[src/rtl/pca_pkg.sv]
// Shared types and helpers for the pivot search engine: FSM state encoding,
// index-width helper and the result bundle layout at the default configuration.
package pca_pkg;

  typedef enum logic [1:0] {
    IDLE   = 2'd0,
    SCAN   = 2'd1,
    RESULT = 2'd2
  } pse_state_e;

  function automatic int idx_width(input int n);
    return (n < 2) ? 1 : $clog2(n);
  endfunction

  localparam int PSE_DEF_N     = 4;
  localparam int PSE_DEF_W     = 8;
  localparam int PSE_DEF_IDX_W = idx_width(PSE_DEF_N);

  typedef struct packed {
    logic [PSE_DEF_IDX_W-1:0] p;
    logic [PSE_DEF_IDX_W-1:0] q;
    logic [PSE_DEF_W-1:0]     c_pq;
    logic [PSE_DEF_W-1:0]     c_pp;
    logic [PSE_DEF_W-1:0]     c_qq;
    logic                     converged;
  } pse_result_t;

endpackage

[src/rtl/pivot_search_engine_if.sv]
// Element stream in, pivot result out. The engine is the slave on this bus.
interface pivot_search_engine_if #(
  parameter int MATRIX_SIZE = 4,
  parameter int DATA_SIZE   = 8,
  localparam int IDX_W      = pca_pkg::idx_width(MATRIX_SIZE)
);
  logic                 in_valid;
  logic                 in_ready;
  logic [DATA_SIZE-1:0] in_data;
  logic                 out_valid;
  logic                 out_ready;
  logic [IDX_W-1:0]     p;
  logic [IDX_W-1:0]     q;
  logic [DATA_SIZE-1:0] c_pq;
  logic [DATA_SIZE-1:0] c_pp;
  logic [DATA_SIZE-1:0] c_qq;
  logic                 converged;
  logic [15:0]          sweep_count;

  modport master (
    output in_valid, in_data, out_ready,
    input  in_ready, out_valid, p, q, c_pq, c_pp, c_qq, converged, sweep_count
  );

  modport slave (
    input  in_valid, in_data, out_ready,
    output in_ready, out_valid, p, q, c_pq, c_pp, c_qq, converged, sweep_count
  );
endinterface

[src/rtl/pse_abs_cmp.sv]
// Two's-complement magnitude and strict greater-than against the running max.
// The most-negative input maps to 2^(DATA_SIZE-1), which still fits unsigned.
module pse_abs_cmp #(
  parameter int DATA_SIZE = 8
) (
  input  logic [DATA_SIZE-1:0] data,
  input  logic [DATA_SIZE-1:0] cur_max,
  output logic [DATA_SIZE-1:0] mag,
  output logic                 gt
);
  assign mag = data[DATA_SIZE-1] ? DATA_SIZE'(~data + 1'b1) : data;
  assign gt  = mag > cur_max;
endmodule

[src/rtl/pivot_search_engine.sv]
// Streaming Jacobi pivot finder: scans one row-major matrix per frame.
// Optional macro PSE_SWEEP_COUNTER_EN enables the completed-search counter.
module pivot_search_engine
  import pca_pkg::*;
#(
  parameter int          MATRIX_SIZE = 4,
  parameter int          DATA_SIZE   = 8,
  parameter int unsigned THRESHOLD   = 1,
  localparam int         IDX_W       = idx_width(MATRIX_SIZE)
) (
  input logic clk,
  input logic rst,
  pivot_search_engine_if.slave bus
);

  localparam logic [1:0]       S_IDLE   = 2'(IDLE);
  localparam logic [1:0]       S_SCAN   = 2'(SCAN);
  localparam logic [1:0]       S_RESULT = 2'(RESULT);
  localparam logic [IDX_W-1:0] LAST     = IDX_W'(MATRIX_SIZE - 1);

  logic [1:0]           state;
  logic                 ready_q;
  logic [IDX_W-1:0]     row, col;
  logic [DATA_SIZE-1:0] max_mag, mag;
  logic                 gt;
  logic [IDX_W-1:0]     best_p, best_q;
  logic [DATA_SIZE-1:0] best_val;
  logic [DATA_SIZE-1:0] diag [MATRIX_SIZE];
  logic [IDX_W-1:0]     res_p, res_q;
  logic [DATA_SIZE-1:0] res_pq, res_pp, res_qq;
  logic                 res_conv;
  logic                 accept, last_beat, first_cand, finish;
  logic [DATA_SIZE-1:0] qq_val;

  pse_abs_cmp #(.DATA_SIZE(DATA_SIZE)) u_abs (
    .data    (bus.in_data),
    .cur_max (max_mag),
    .mag     (mag),
    .gt      (gt)
  );

  assign accept     = bus.in_valid && ready_q;
  assign last_beat  = (row == LAST) && (col == LAST);
  assign first_cand = (row == '0) && (col == IDX_W'(1));
  assign finish     = accept && last_beat && (state == S_SCAN);
  // diag[N-1] arrives on the final beat itself, so forward it when q is the last index
  assign qq_val     = (best_q == LAST) ? bus.in_data : diag[best_q];

  always_ff @(posedge clk or posedge rst) begin
    if (rst) begin
      state   <= S_IDLE;
      ready_q <= 1'b0;
    end else begin
      case (state)
        S_IDLE: begin
          ready_q <= 1'b1;
          if (accept) state <= S_SCAN;
        end
        S_SCAN: begin
          if (accept && last_beat) begin
            state   <= S_RESULT;
            ready_q <= 1'b0;
          end
        end
        S_RESULT: begin
          if (bus.out_ready) begin
            state   <= S_IDLE;
            ready_q <= 1'b1;
          end
        end
        default: state <= S_IDLE;
      endcase
    end
  end

  always_ff @(posedge clk or posedge rst) begin
    if (rst) begin
      row      <= '0;
      col      <= '0;
      max_mag  <= '0;
      best_p   <= '0;
      best_q   <= IDX_W'(1);
      best_val <= '0;
      for (int i = 0; i < MATRIX_SIZE; i++) diag[i] <= '0;
    end else if (accept) begin
      if (col == LAST) begin
        col <= '0;
        row <= last_beat ? '0 : row + 1'b1;
      end else begin
        col <= col + 1'b1;
      end
      if (row == col) diag[row] <= bus.in_data;
      // (0,1) seeds each frame so no separate per-frame clear is needed
      if (first_cand || ((row < col) && gt)) begin
        max_mag  <= mag;
        best_p   <= row;
        best_q   <= col;
        best_val <= bus.in_data;
      end
    end
  end

  always_ff @(posedge clk or posedge rst) begin
    if (rst) begin
      res_p    <= '0;
      res_q    <= IDX_W'(1);
      res_pq   <= '0;
      res_pp   <= '0;
      res_qq   <= '0;
      res_conv <= 1'b0;
    end else if (finish) begin
      res_p    <= best_p;
      res_q    <= best_q;
      res_pq   <= best_val;
      res_pp   <= diag[best_p];
      res_qq   <= qq_val;
      res_conv <= 32'(max_mag) < THRESHOLD;
    end
  end

`ifdef PSE_SWEEP_COUNTER_EN
  logic [15:0] sweep_q;

  always_ff @(posedge clk or posedge rst) begin
    if (rst) sweep_q <= '0;
    else if ((state == S_RESULT) && bus.out_ready) sweep_q <= sweep_q + 16'd1;
  end

  assign bus.sweep_count = sweep_q;
`else
  assign bus.sweep_count = 16'd0;
`endif

  assign bus.in_ready  = ready_q;
  assign bus.out_valid = (state == S_RESULT);
  assign bus.p         = res_p;
  assign bus.q         = res_q;
  assign bus.c_pq      = res_pq;
  assign bus.c_pp      = res_pp;
  assign bus.c_qq      = res_qq;
  assign bus.converged = res_conv;

endmodule

[src/flat_wrapper.sv]
// flat-port wrapper written by rule: the top's interface ports become plain ports
module pivot_search_engine_flat import pca_pkg::*;
#(
  parameter int          MATRIX_SIZE = 4,
  parameter int          DATA_SIZE   = 8,
  parameter int unsigned THRESHOLD   = 1,
  localparam int         IDX_W       = idx_width(MATRIX_SIZE)
)
  (clk, rst, bus_in_valid, bus_in_data, bus_out_ready, bus_in_ready, bus_out_valid, bus_p, bus_q, bus_c_pq, bus_c_pp, bus_c_qq, bus_converged, bus_sweep_count);
  pivot_search_engine_if #(.MATRIX_SIZE(MATRIX_SIZE), .DATA_SIZE(DATA_SIZE)) bus_i ();
  input logic clk;
  input logic rst;
  input wire logic [$bits(bus_i.in_valid)-1:0] bus_in_valid;
  input wire logic [$bits(bus_i.in_data)-1:0] bus_in_data;
  input wire logic [$bits(bus_i.out_ready)-1:0] bus_out_ready;
  output wire logic [$bits(bus_i.in_ready)-1:0] bus_in_ready;
  output wire logic [$bits(bus_i.out_valid)-1:0] bus_out_valid;
  output wire logic [$bits(bus_i.p)-1:0] bus_p;
  output wire logic [$bits(bus_i.q)-1:0] bus_q;
  output wire logic [$bits(bus_i.c_pq)-1:0] bus_c_pq;
  output wire logic [$bits(bus_i.c_pp)-1:0] bus_c_pp;
  output wire logic [$bits(bus_i.c_qq)-1:0] bus_c_qq;
  output wire logic [$bits(bus_i.converged)-1:0] bus_converged;
  output wire logic [$bits(bus_i.sweep_count)-1:0] bus_sweep_count;
  assign bus_i.in_valid = bus_in_valid;
  assign bus_i.in_data = bus_in_data;
  assign bus_i.out_ready = bus_out_ready;
  assign bus_in_ready = bus_i.in_ready;
  assign bus_out_valid = bus_i.out_valid;
  assign bus_p = bus_i.p;
  assign bus_q = bus_i.q;
  assign bus_c_pq = bus_i.c_pq;
  assign bus_c_pp = bus_i.c_pp;
  assign bus_c_qq = bus_i.c_qq;
  assign bus_converged = bus_i.converged;
  assign bus_sweep_count = bus_i.sweep_count;
  pivot_search_engine #(.MATRIX_SIZE(MATRIX_SIZE), .DATA_SIZE(DATA_SIZE), .THRESHOLD(THRESHOLD)) u_core (.clk(clk), .rst(rst), .bus(bus_i));
endmodule
[config.mk]
export PLATFORM = sky130hd
export DESIGN_NAME = pivot_search_engine_flat
export DESIGN_NICKNAME = d
export VERILOG_FILES = /design/src/rtl/pca_pkg.sv /design/src/rtl/pivot_search_engine_if.sv /design/src/rtl/pse_abs_cmp.sv /design/src/rtl/pivot_search_engine.sv /design/src/flat_wrapper.sv
export SDC_FILE = /design/constraint.sdc
export NUM_CORES = 1
export LEC_CHECK = 0
export BUFFER_PORTS_ARGS = -buffer_cell sky130_fd_sc_hd__buf_4
export CAP_MARGIN = 5
export CORE_MARGIN = 1
export CORE_UTILIZATION = 65
export CTS_BUF_LIST = sky130_fd_sc_hd__clkbuf_4 sky130_fd_sc_hd__clkbuf_8
export DETAILED_ROUTE_END_ITERATION = 6
export PLACE_DENSITY_LB_ADDON = 0.25
export SLEW_MARGIN = 20
export SYNTH_ARGS = -nofsm -noshare
export SYNTH_HDL_FRONTEND = slang
export SYNTH_HIERARCHICAL = 1
export SYNTH_SLANG_ARGS = --single-unit
export TNS_END_PERCENT = 20
[constraint.sdc]
create_clock -name clk -period 5.51 [get_ports clk]
set_input_delay 0.551 -clock clk [delete_from_list [all_inputs] [get_ports clk]]
set_output_delay 0.551 -clock clk [all_outputs]
set_load 0.005 [all_outputs]
==> flow_summary_export.csv, run 1 <==
group,metric,value,unit
yosys,synth_warnings,6,
setup_path,endpoint_kind,"register",
sta,worst_pin_slew,0.846,ns
setup_path,required,5.75,ns
power,power_leakage,2.45,nW
detailed_routing,first_pass_iters,4,
floorplan,dieHeight,85.4,µm
clock_network,post_cts_resized,0,
floorplan,die_w,85.4,µm
sta,max_slew_margin,0.434,
power,ir_drop,297,µV
detailed_routing,vias_per_cell,5.81,
yosys,synth-compound-area-share,0.0249,
yosys,synth_edf_count,0,
yosys,syn_area_per_cell,14.8,µm²
clock_network,post_cts_buffers,0,
sta,drv_slew,0,
setup_path,reg2reg_to,"u_core/max_mag[5]",
detailed_routing,drt_iter0_drc,139,
clock_network,hold_buffers,0,
yosys,synth_seq_cells,88,
yosys,synth_xor_area_frac,0.00968,
clock_network,htree_levels,3,
cells_and_area,layout-drive-gt1-share,0.472,
floorplan,std_cell_rows,30,
setup_path,crit_arrival,3.71,ns
clock_network,cts_sinks,88,
power,power_density,548,mW/mm²
clock_network,cts_buffers,9,
cells_and_area,area_growth,10.4,%
setup_path,slowest_delay,0.62,ns
yosys,synth_top_area_frac,0.476,
setup_path,rr_worst_depth,9,
cells_and_area,stdcell_count,434,
setup_path,r2r_slack,2.84,ns
sta,skew,0.0137,ns
sta,final.setup.tns,0,ns
placement,hpwl,5.47,mm
sta,fin_crit_sh,0.631,
detailed_routing,wl,8.23,mm
yosys,synthAdderAreaFrac,0.0470,
cells_and_area,nNetsFinal,378,
floorplan,io_pins,59,
floorplan,core_area,0.00676,mm²
min_path,hp-class,"input port to asynchronous set/reset pin",
global_routing,grt_max_degree,89,
cells_and_area,layout_common_cells,"86 x dfrtp_1, 47 x mux2_2, 43 x buf_4",
sta,worst_slack,2.04,ns
cells_and_area,finish.instance_area,0.00500,mm²
setup_path,cp_cell_sequence,"buf_4 > or3_1 > or3_1 > nand2_1 > xnor2_1 > ha_1 > a21oi_1 > o21ai_0 > o22a_1 > a32o_1 > nand2_1 > mux2_2",
clock_network,clk_pin_slew,0.08,ns
yosys,ys.flop_type,"dfrtp_1",
global_routing,grt_pass1_vias,2548,
yosys,synthDistinctLibCells,38,
run_status,status,"finished, final reports clean",
clock_network,cts_buffer_depth,2,
detailed_routing,drt-wirelength-per-cell,19.0,µm
setup_path,r2r-start,"u_core/max_mag[1]",
placement,pre_cts_ws,1.71,ns
setup_path,startpoint_type,"input port",
yosys,ys_async_sr_fraction,1.00,
clock_network,tritoncts,"yes",
setup_path,slowest_stage,"nand2_1",
placement,port_buffers,42,
global_routing,antenna_found_initial,0,
placement,dpl_cell_area,0.00479,mm²
sta,finalHoldViolations,0,
clock_network,cts_root_buf,"clkbuf_8",
yosys,yosys.area.top_type,"dfrtp_1",
yosys,synth-simple-area-share,0.0619,
global_routing,grt_usage,0.245,
cells_and_area,layout_commonest_cell,"dfrtp_1",
placement,dp.cells,418,
detailed_routing,vias,2520,
detailed_routing,drc_errors,0,
setup_path,worstSetupPathType,"input port to register",
yosys,synth.area.mux_share,0.308,
job,cap_violations,0,
global_routing,grt_overflow_total,0,
setup_path,crit_fanout,20,
detailed_routing,antenna_left,0,
yosys,syn-instance-count,306,
yosys,synth_top_family_by_area,"multiplexers",
clock_network,clock_latency,0.36,ns
sta,min_period,3.47,ns
global_routing,grt_pass1_wl,13.3,mm
sta,setup_violations,0,
floorplan,dieArea,0.00730,mm²
sta,max_freq,288,MHz
yosys,syn_area,0.00453,mm²
yosys,yosysSeqAreaShare,0.487,
yosys,synth_area_leaders,"dfrtp_1 48%, mux2_2 12%, mux2_4 11%, mux4_2 8.0%, ha_1 4.7%",
cells_and_area,utilization,0.740,
cells_and_area,num_antenna_cells,0,
sta,rsz0062_at_grt,"false",
placement,gp_congestion,0.799,
floorplan,start_util,0.670,
==> sequential cells by signal, summed over array words and instances, names as in the netlist <==
signal                count
u_core/best_p             2
u_core/bus.in_ready       1
u_core/bus.c_pp           8
u_core/bus.c_qq           8
u_core/best_val           8
u_core/bus.q              2
u_core/col                2
u_core/max_mag            8
u_core/diag              32
u_core/best_q             2
u_core/state              2
u_core/bus.converged      1
u_core/row                2
u_core/bus.c_pq           8
u_core/bus.p              2
==> layout make-up <==
type                       count  area, µm²
clock buffer                  10        131
clock inverter                 6       67.6
fill                         440       1760
multi-input combinational    191       2100
inverter                      15       57.6
tap                           80        100
timing repair buffer          44        334
sequential                    88       2200
==> per-stage QoR <==
stage	total power, mW	hold slack [ns]
floorplan	2.00	0.432
global placement	2.25	0.455
detailed placement	2.30	0.459
CTS	2.76	0.471
global route	2.90	0.489
finish	2.74	0.394
==> worst max-delay path by stage <==
stage                                    end  cells past startpoint      startpoint
after floorplan             u_core/best_p[0]                     11  bus_in_data[1]
after global placement    u_core/best_val[2]                     11  bus_in_data[1]
after detailed placement  u_core/best_val[7]                     11  bus_in_data[1]
after CTS                  u_core/max_mag[5]                     12  bus_in_data[1]
after global routing      u_core/best_val[6]                     11  bus_in_data[1]
final                      u_core/max_mag[5]                     12  bus_in_data[1]
==> synth_stat cells, types with 3 or more instances <==
library cell,count
inv_1,15
dfrtp_1,86
mux2_4,32
nand2b_1,3
a21oi_1,5
mux2_2,47
buf_4,21
nand2_1,12
xnor2_1,5
buf_6,3
nand2_8,4
mux4_2,16
ha_1,17
o21ai_0,5
nor2_1,3
==> where the power goes <==
part / switching, mW / leakage, nW / internal [mW] / total, mW
Combinational: 0.370 / 1.24 / 0.707 / 1.08
Sequential: 0.273 / 1.10 / 0.937 / 1.21
Clock: 0.232 / 0.0967 / 0.217 / 0.449
==> logic make-up (layout without fill, tap and decap cells) <==
logic type                 after synthesis  in the layout
muxes                                   97             97
DFF                                     88             88
buffers and inverters                   42             75
and+or+nand+nor                         38             38
AOI/OAI and AO/OA                       18             18
adders and majority gates               17             17
xor gates and xnor gates                 5              5
other                                    1             16
==> layer usage <==
metal,share of wire,vias up,global-route usage
li1,-,1152,-
met1,0.45,1287,0.337
met2,0.49,68,0.391
met3,0.038,13,0.0477
met4,0.016,0,0.0894
met5,0,-,0
==> critical path: cells and delay by family <==
family / cells / cell delay (ns)
compound gates: 4 / 0.67
xor+xnor: 1 / 0.17
fa+ha+maj: 1 / 0.29
buf+inv: 1 / 0.14
mux: 1 / 0.42
simple gates: 4 / 1.46
(Power assumes the default switching activity.)
==> inputs of run 2 (changes only) <==
Settings changed: ABC_AREA set to 1, CORE_UTILIZATION 65 to 60.
Clock period 5.51 ns to 3.2 ns, I/O delays scaled along.
==> run 2 against run 1 <==
Effect of this change: combinational power is 66% higher; clock power increased by 93%; sequential power up 59%; sequential share of layout area shrank 1.7 points; power increased by 67%; register-to-register slack lost 1.9 ns; largest cell class unchanged.
==> flow_summary_export.csv, run 2 <==
group,metric,value,unit
floorplan,io_pins,59,
setup_path,critPathTopFamily,"simple AND/OR/NAND/NOR gates",
global_routing,grt_pass1_vias,3709,
clock_network,htree_levels,3,
yosys,ys_async_sr_fraction,1.00,
sta,fin_crit_sh,0.787,
detailed_routing,vias,4076,
cells_and_area,multiInputGateArea,0.00202,mm²
setup_path,r2r_slack,0.98,ns
global_routing,antenna_found_initial,0,
global_routing,use_met2,0.422,
setup_path,required,3.45,ns
sta,max_freq,397,MHz
cells_and_area,stdcell_count,767,
yosys,syn_area_per_cell,7.44,µm²
cells_and_area,num_antenna_cells,0,
global_routing,grt_usage,0.276,
global_routing,grt_max_degree,36,
yosys,syn-instance-count,632,
power,power_density,880,mW/mm²
yosys,synth_area_leaders,"dfrtp_1 46%, nand2_1 21%, nand3_1 6.0%, inv_1 5.5%, ha_1 4.5%",
yosys,syn_area,0.00470,mm²
sta,rsz0062_at_grt,"false",
yosys,synth_most_common_cell,"nand2_1",
clock_network,cts_buffer_depth,2,
cells_and_area,top_register,"u_core/diag",
floorplan,std_cell_rows,31,
clock_network,cts_root_buf,"clkbuf_8",
sta,worst_pin_slew,0.749,ns
global_routing,use_met3,0.0589,
detailed_routing,drt-wirelength-per-cell,13.9,µm
setup_path,rr_worst_depth,13,
sta,finalHoldViolations,0,
placement,port_buffers,42,
setup_path,slowest_delay,0.40,ns
floorplan,die_w,90.5,µm
cells_and_area,layout-drive-gt1-share,0.114,
detailed_routing,antenna_left,0,
yosys,ys.flop_type,"dfrtp_1",
setup_path,endpoint_kind,"register",
detailed_routing,drt_iter0_drc,357,
yosys,synth_seq_cells,88,
min_path,hp-class,"input port to asynchronous set/reset pin",
sta,skew,0.0155,ns
power,power,4.58,mW
clock_network,hold_buffers,0,
setup_path,r2r-start,"u_core/max_mag[7]",
global_routing,busiest_layer,"met2",
floorplan,dieHeight,90.5,µm
sta,final.setup.tns,0,ns
placement,dp.cells,751,
yosys,synth_edf_count,0,
setup_path,path_buf_inv,4,
detailed_routing,drc_errors,0,
setup_path,cp_cell_sequence,"buf_4 > inv_1 > ha_1 > inv_1 > nor3_2 > nand2_1 > nand3_1 > nand2_1 > ha_1 > nand2_1 > nor2_1 > nand2_1 > a21oi_1 > inv_1 > nor2_1 > nand2_1 > nand2_1 > nand2_1 > nand2_1 > nand2_1",
detailed_routing,first_pass_iters,5,
setup_path,cp.depth,20,
clock_network,clk_pin_slew,0.10,ns
floorplan,dieArea,0.00819,mm²
detailed_routing,wl,10.7,mm
placement,gp_congestion,0.909,
sta,min_period,2.52,ns
clock_network,clock_latency,0.37,ns
sta,drv_slew,0,
yosys,synth_warnings,6,
floorplan,start_util,0.635,
setup_path,reg2reg_to,"u_core/best_val[7]",
power,power_leakage,2.93,nW
cells_and_area,largest_reg_flops,32,
detailed_routing,vias_per_cell,5.31,
cells_and_area,fillerInstances,619,
clock_network,tritoncts,"yes",
cells_and_area,area_growth,10.7,%
clock_network,post_cts_resized,0,
yosys,yosysSeqAreaShare,0.469,
yosys,ys_top_cells_by_count,"258 x nand2_1, 86 x dfrtp_1, 69 x inv_1, 56 x nand3_1, 41 x nor2_1",
sta,max_slew_margin,0.500,
global_routing,grt_pass1_wl,17.8,mm
job,cap_violations,0,
cells_and_area,layout_common_cells,"258 x nand2_1, 86 x dfrtp_1, 68 x inv_1",
power,ir_drop,421,µV
cells_and_area,nNetsFinal,692,
global_routing,grt_overflow_total,0,
cells_and_area,utilization,0.702,
cells_and_area,regArea,0.00220,mm²
setup_path,crit_arrival,2.77,ns
yosys,yosys.area.top_type,"dfrtp_1",
setup_path,crit_fanout,20,
clock_network,cts_sinks,88,
cells_and_area,layout_commonest_cell,"nand2_1",
yosys,synth_top_area_frac,0.458,
placement,hpwl,7.36,mm
run_status,status,"finished, final reports clean",
clock_network,post_cts_buffers,0,
floorplan,core_area,0.00741,mm²
setup_path,crit_top_cell,"nand2_1",
yosys,synthDistinctLibCells,25,
sta,setup_violations,0,
setup_path,worstSetupPathType,"input port to register",
setup_path,startpoint_type,"input port",
clock_network,cts_buffers,9,
setup_path,slowest_stage,"nand2_1",
global_routing,globalRouteMet1Util,0.386,
run 2: area by class of cell:
cell class / count / share of cell area
repair buffers: 48 / 0.0693
inverters: 69 / 0.0500
clock buffers: 10 / 0.0265
clock inverters: 6 / 0.0178
flip-flops and latches: 88 / 0.424
multi-input cells: 447 / 0.389
well taps: 99 / 0.0238
run 2: worst max-delay path by stage:
stage	start	to	slack [ns]
final	bus_in_data[0]	u_core/best_val[7]	0.68
after global routing	bus_in_data[0]	u_core/max_mag[7]	0.38
after CTS	bus_in_data[0]	u_core/best_val[7]	0.74
after detailed placement	bus_in_data[0]	u_core/best_val[7]	0.36
after global placement	bus_in_data[0]	u_core/max_mag[3]	0.52
after floorplan	rst	u_core/best_p[0]	0.60
run 2: per-layer routing:
metal | wire length [µm] | up-vias | share of wire
met5 | 0 | - | 0
met4 | 178 | 0 | 0.017
met3 | 791 | 21 | 0.074
met2 | 4970 | 174 | 0.47
met1 | 4750 | 1907 | 0.44
li1 | - | 1974 | -
run 2: cells by family after synthesis:
family                     after synthesis  share of synthesized area
AOI/OAI and AO/OA                       46                     0.0516
xor gates and xnor gates                 3                    0.00559
adders and majority gates               17                     0.0452
buffers and inverters                  112                      0.113
DFF                                     88                      0.469
other                                    1                   0.000798
and+or+nand+nor                        365                      0.315
run 2: metrics by stage:
| step | worst slack [ns] | hold WS [ns] | area (µm²) |
|---|---|---|---|
| 2_1_floorplan | 0.605 | 0.406 | 4760 |
| 3_3_place_gp | 0.516 | 0.398 | 4970 |
| 3_5_place_dp | 0.360 | 0.407 | 4970 |
| 4_1_cts | 0.744 | 0.00513 | 5200 |
| 5_1_grt | 0.384 | 0.0393 | 5200 |
| 6_report | 0.681 | 0.00101 | 5200 |
run 2: where the power goes:
part | total, mW | internal (mW) | switching [mW]
Clock | 0.867 | 0.463 | 0.404
Combinational | 1.79 | 0.708 | 1.08
Sequential | 1.92 | 1.54 | 0.377
Total | 4.58 | 2.71 | 1.87
